`config.mk`:
```
export PLATFORM = sky130hd
export DESIGN_NAME = regfile_wb_arbiter
export DESIGN_NICKNAME = d
export VERILOG_FILES = /design/src/rtl/regfile_wb_arbiter_pkg.sv /design/src/rtl/regfile_wb_arbiter_scoreboard.sv /design/src/rtl/regfile_wb_arbiter.sv
export SDC_FILE = /design/constraint.sdc
export NUM_CORES = 1
export LEC_CHECK = 0
export CAP_MARGIN = 20
export CORE_ASPECT_RATIO = 0.9
export CORE_MARGIN = 2
export CORE_UTILIZATION = 45
export CTS_CLUSTER_DIAMETER = 120
export DETAILED_ROUTE_END_ITERATION = 8
export HOLD_SLACK_MARGIN = 0.02
export PLACE_DENSITY = 0.79
export SETUP_SLACK_MARGIN = 0.5
export SLEW_MARGIN = 20
export SYNTH_ARGS = -nofsm -noshare
export SYNTH_HDL_FRONTEND = slang
export SYNTH_SLANG_ARGS = --single-unit
export TNS_END_PERCENT = 30
```
`constraint.sdc`:
```
create_clock -name clk -period 3.4 [get_ports clk]
set_input_delay 0.34 -clock clk [delete_from_list [all_inputs] [get_ports clk]]
set_output_delay 0.34 -clock clk [all_outputs]
set_load 0.02 [all_outputs]
```
`src/rtl/regfile_wb_arbiter_pkg.sv`:
```
// Shared definitions for the register-file writeback arbiter:
// register index width, the x0 index and the writeback source-select encoding.
package regfile_wb_arbiter_pkg;

  localparam int                   REG_IDX_W = 5;
  localparam logic [REG_IDX_W-1:0] REG_ZERO  = 5'd0;

  localparam logic SRC_ALU = 1'b0;
  localparam logic SRC_LSU = 1'b1;

endpackage

```
`src/rtl/regfile_wb_arbiter_scoreboard.sv`:
```
// Per-register pending scoreboard: set on issue, cleared on register-file write,
// plus the RAW/WAW stall compare presented back to issue.
module wb_scoreboard
  import regfile_wb_arbiter_pkg::*;
#(
  parameter int NREG = 32
) (
  input  logic                 clk,
  input  logic                 rst_n,
  input  logic                 i_iss_valid,
  input  logic [REG_IDX_W-1:0] i_iss_rd,
  input  logic [REG_IDX_W-1:0] i_iss_rs1,
  input  logic [REG_IDX_W-1:0] i_iss_rs2,
  input  logic                 i_wb_we,
  input  logic [REG_IDX_W-1:0] i_wb_rd,
  output logic                 o_iss_stall
);

  logic [NREG-1:0] r_pending;
  logic [NREG-1:0] w_pending_nxt;
  logic            w_set;

  assign o_iss_stall = i_iss_valid &&
                       (r_pending[i_iss_rs1] | r_pending[i_iss_rs2] | r_pending[i_iss_rd]);

  assign w_set = i_iss_valid && !o_iss_stall && (i_iss_rd != REG_ZERO);

  // Clear applied before set so a same-index collision leaves the entry pending.
  always_comb begin
    w_pending_nxt = r_pending;
    if (i_wb_we) w_pending_nxt[i_wb_rd] = 1'b0;
    if (w_set)   w_pending_nxt[i_iss_rd] = 1'b1;
    w_pending_nxt[0] = 1'b0;
  end

  always_ff @(posedge clk or negedge rst_n) begin
    if (!rst_n) r_pending <= '0;
    else        r_pending <= w_pending_nxt;
  end

endmodule

```
`src/rtl/regfile_wb_arbiter.sv`:
```
// Arbitrates the single register-file write port between ALU and LSU writeback,
// with ALU anti-starvation, a registered write stage and a hazard scoreboard.
module regfile_wb_arbiter
  import regfile_wb_arbiter_pkg::*;
#(
  parameter int XLEN         = 32,
  parameter int NREG         = 32,
  parameter int STARVE_LIMIT = 3
) (
  input  logic                 clk,
  input  logic                 rst_n,
  input  logic                 alu_valid,
  input  logic [REG_IDX_W-1:0] alu_rd,
  input  logic [XLEN-1:0]      alu_data,
  output logic                 alu_ready,
  input  logic                 lsu_valid,
  input  logic [REG_IDX_W-1:0] lsu_rd,
  input  logic [XLEN-1:0]      lsu_data,
  output logic                 lsu_ready,
  input  logic                 iss_valid,
  input  logic [REG_IDX_W-1:0] iss_rd,
  input  logic [REG_IDX_W-1:0] iss_rs1,
  input  logic [REG_IDX_W-1:0] iss_rs2,
  output logic                 iss_stall,
  output logic                 rf_we,
  output logic [REG_IDX_W-1:0] rf_rd,
  output logic [XLEN-1:0]      rf_wdata
);

  localparam int CNT_W = $clog2(STARVE_LIMIT + 1);

  logic [CNT_W-1:0]     r_starve_cnt;
  logic                 w_starved;
  logic                 w_grant;
  logic                 w_sel;
  logic [REG_IDX_W-1:0] w_sel_rd;
  logic [XLEN-1:0]      w_sel_data;
  logic                 r_we;
  logic [REG_IDX_W-1:0] r_rd;
  logic [XLEN-1:0]      r_wdata;

  assign w_starved = (r_starve_cnt == CNT_W'(STARVE_LIMIT));
  assign w_grant   = alu_valid || lsu_valid;

  // LSU has priority unless the ALU has been denied STARVE_LIMIT times in a row.
  always_comb begin
    w_sel = SRC_LSU;
    if (alu_valid && (!lsu_valid || w_starved)) w_sel = SRC_ALU;
  end

  assign alu_ready  = w_grant && (w_sel == SRC_ALU);
  assign lsu_ready  = w_grant && (w_sel == SRC_LSU);
  assign w_sel_rd   = (w_sel == SRC_ALU) ? alu_rd   : lsu_rd;
  assign w_sel_data = (w_sel == SRC_ALU) ? alu_data : lsu_data;

  always_ff @(posedge clk or negedge rst_n) begin
    if (!rst_n) begin
      r_starve_cnt <= '0;
    end else if (!alu_valid || alu_ready) begin
      r_starve_cnt <= '0;
    end else if (!w_starved) begin
      r_starve_cnt <= r_starve_cnt + 1'b1;
    end
  end

  // Write stage: x0 writes are accepted upstream but never strobe the register file.
  always_ff @(posedge clk or negedge rst_n) begin
    if (!rst_n) begin
      r_we    <= 1'b0;
      r_rd    <= REG_ZERO;
      r_wdata <= '0;
    end else begin
      r_we <= w_grant && (w_sel_rd != REG_ZERO);
      if (w_grant) begin
        r_rd    <= w_sel_rd;
        r_wdata <= w_sel_data;
      end
    end
  end

  assign rf_we    = r_we;
  assign rf_rd    = r_rd;
  assign rf_wdata = r_wdata;

  wb_scoreboard #(
    .NREG (NREG)
  ) u_scoreboard (
    .clk         (clk),
    .rst_n       (rst_n),
    .i_iss_valid (iss_valid),
    .i_iss_rd    (iss_rd),
    .i_iss_rs1   (iss_rs1),
    .i_iss_rs2   (iss_rs2),
    .i_wb_we     (r_we),
    .i_wb_rd     (r_rd),
    .o_iss_stall (iss_stall)
  );

endmodule

```
==> reports/results.tsv <==
stage	metric	value	unit
status	run_status	finished clean	
final_layout	drive_gt1_frac	0.1248	
synthesis	synth_compound_area_frac	0.2277	
synthesis	netlist_top_cells_count	79 x nand2_1, 71 x dfrtp_1, 38 x o21ai_0, 35 x a22oi_1, 31 x mux2i_1	
grt	grt_pass1_vias	4117	
cts	insertion_delay	0.34	ns
die	start_util	0.4561	
grt	grt_util_all_layers	0.2689	
setup_path	rr_worst_depth	7	
cts	hold_buffers	0	
setup_path	crit_type	input port to primary output	
synthesis	synth_top_cell_area_share	0.4328	
die	core-area	9001	µm²
final_layout	diodes	0	
synthesis	yosys.area_share.simple	0.1588	
routing	routed_wl	13.15	mm
synthesis	ys_warn_count	0	
synthesis	ys.flop_type	dfrtp_1	
die	dieArea	9904	µm²
power	leakage	2.395	nW
timing	setup_viol	0	
power	p_per_area	542.1	nW/µm²
synthesis	netlist_area	4105	µm²
timing	setup_tns	0	ns
timing	grt_setup_unrepaired	false	
synthesis	synth_edf_count	0	
routing	wire_per_inst	19.72	µm
cts	cts_root_buf	clkbuf_8	
timing	fmax	362.9	MHz
routing	vias_per_cell	6.082	
setup_path	worst_setup_path_start_kind	input port	
routing	final_antenna_net_count	0	
synthesis	synth_area_per_cell	10.04	µm²
synthesis	ys_seq_area_frac	0.4328	
setup_path	arrival	2.42	ns
synthesis	synthAdderAreaFrac	0.003048	
setup_path	r2r_setup_slack	0.89	ns
grt	grtUsageMet3	0.1001	
routing	via_count	4057	
synthesis	yosysTopAreaCell	dfrtp_1	
cts	cts_tree	done	
die	die_h	94.61	µm
setup_path	cp_max_fo	6	
power	fin_total_pwr	3.149	mW
cts	cts_buffers	9	
setup_path	cp_data_required_time	3.06	ns
cts	clock_path_buffers	2	
grt	grt-ovfl-total	0	
timing	relSlewSlack	0.3698	
routing	drtIter0Drc	319	
synthesis	async_reset_ff_frac	1.000	
die	row_count	33	
cts	clkTransAtPathRegs	0.08	ns
place	gp_congestion	0.9790	
place	place_hpwl	9.622	mm
die	die_w	104.7	µm
grt	antenna_found_initial	0	
synthesis	synthMuxAreaShare	0.1304	
routing	first_pass_iters	8	
grt	grt_max_degree	44	
place	portBuffers	134	
setup_path	crit_path_end_kind	primary output	
cts	cts.sinks	71	
grt	grt_pass1_wl	21.03	mm
timing	drv_slew	0	
synthesis	synth-seq-cells	71	
grt	grtUsageMet2	0.4265	
synthesis	yosysUniqueCellTypes	51	
final_layout	fin_nets	635	
final_layout	multiInputGateArea	2182	µm²
synthesis	synth_xor_area_frac	0	
timing	fin_skew	0.01390	ns
grt	grt_busiest_layer	met2	
final_layout	area_delta_synth_final	41.51	%
final_layout	area.sequential	1777	µm²
routing	drc	0	
synthesis	synth_most_common_cell	nand2_1	
synthesis	synth_top_family_by_area	compound AO/OA/AOI/OAI gates	
die	io_pins	135	
synthesis	synth_cells	409	
cts	h-tree-depth	3	
timing	min_period	2.756	ns
run	drv_cap	0	
synthesis	synth_nets	504	
hold_path	hp-class	input port to asynchronous set/reset pin	
final_layout	nFillCells	763	
synthesis	netlist_top_cells_area	dfrtp_1 43%, mux2i_1 7.6%, nand2_1 7.2%	
timing	worstMarginPinSlew	0.9454	ns
grt	grt_use_met1	0.3379	
power	peakVddDrop	0.0002743	V
timing	finalCritPeriodShare	0.8106	
setup_path	reg2reg_to	u_scoreboard.r_pending[5]	
setup_path	reg2reg_from	u_scoreboard.r_pending[15]	
timing	finalHoldViolCount	0	
## cells by family after synthesis
group,Yosys count
buf+inv,33
flops,71
mux,44
fa+ha+maj,1
compound gates,127
simple gates,133
## registers in the layout (all words and copies together) (netlist names)
register and cells:
rf_wdata 32, u_scoreboard.r_pending 31, r_starve_cnt 2, rf_rd 5
rf_we 1
## area by class of cell
type,count,area share
inverters,2,0.001292
well taps,122,0.02628
flip-flops and latches,71,0.3058
clock inverters,3,0.01120
clock buffers,13,0.02735
multi-input cells,305,0.3756
repair buffers,151,0.2524
## critical path: stages
cell and delay [ns]:
clkdlybuf4s50_1 0.49, buf_4 0.16, mux4_2 0.51, o2111ai_2 0.18, and3_2 0.26, nand4bb_4 0.12, o21a_1 0.20, buf_2 0.15
## stage by stage
stage | cells | worst slack, ns | hold WS (ns) | util | instance area (µm²)
after floorplan | 409 | 0.9550 | 0.04441 | - | 4105
after global placement | 648 | 0.1740 | 0.4192 | 0.6133 | 5520
final | 667 | 0.6441 | 0.1372 | 0.6454 | 5809
after CTS | 665 | 0.5333 | 0.1604 | 0.6405 | 5766
after global routing | 667 | 0.5469 | 0.2101 | 0.6454 | 5809
after detailed placement | 648 | 0.1197 | 0.4436 | 0.6133 | 5520
## report_power, final
group	leakage, nW	switching (mW)	internal, mW
registers	0.861	0.276	1.06
clock network	0.114	0.307	0.453
logic	1.42	0.509	0.544
total	2.39	1.09	2.06
## per-layer routing
layer	part of all wire	vias to the layer above	wire [µm]
met3	0.12	48	1580
met2	0.47	272	6152
met5	0	-	0
met1	0.38	1929	5042
li1	-	1808	-
met4	0.029	0	376
## repair_timing
item,in CTS,in global routing
setup endpoints to repair,1,1
pin swaps,2,2
buffers inserted,1,2
gates resized for setup,12,8
## cells in the final DEF (no fill, tap or decap), drive strengths merged, types with 3 or more instances in the layout
master and instances:
mux2i 31, o41ai 7, nor2 10, clkbuf 13, dfrtp 71, o31ai 24, or4 3, a22oi 35
mux4 7, nand3 5, nand3b 10, or3 3, o21ai 38, or3b 4, o22ai 6, mux2 6
buf 19, nor2b 5, nand2b 5, nand2 79, clkdlybuf4s50 129
## worst max path at each step
| stage | from | end | slack [ns] | cells past startpoint |
|---|---|---|---|---|
| floorplan | iss_rd[4] | iss_stall | 0.96 | 10 |
| global placement | iss_rs2[1] | iss_stall | 0.17 | 8 |
| detailed placement | iss_rs2[0] | iss_stall | 0.12 | 9 |
| CTS | iss_rs1[1] | iss_stall | 0.53 | 8 |
| global route | iss_rs2[2] | iss_stall | 0.55 | 9 |
| finish | iss_rs1[1] | iss_stall | 0.64 | 8 |
Power figures use the tool's default switching activity.
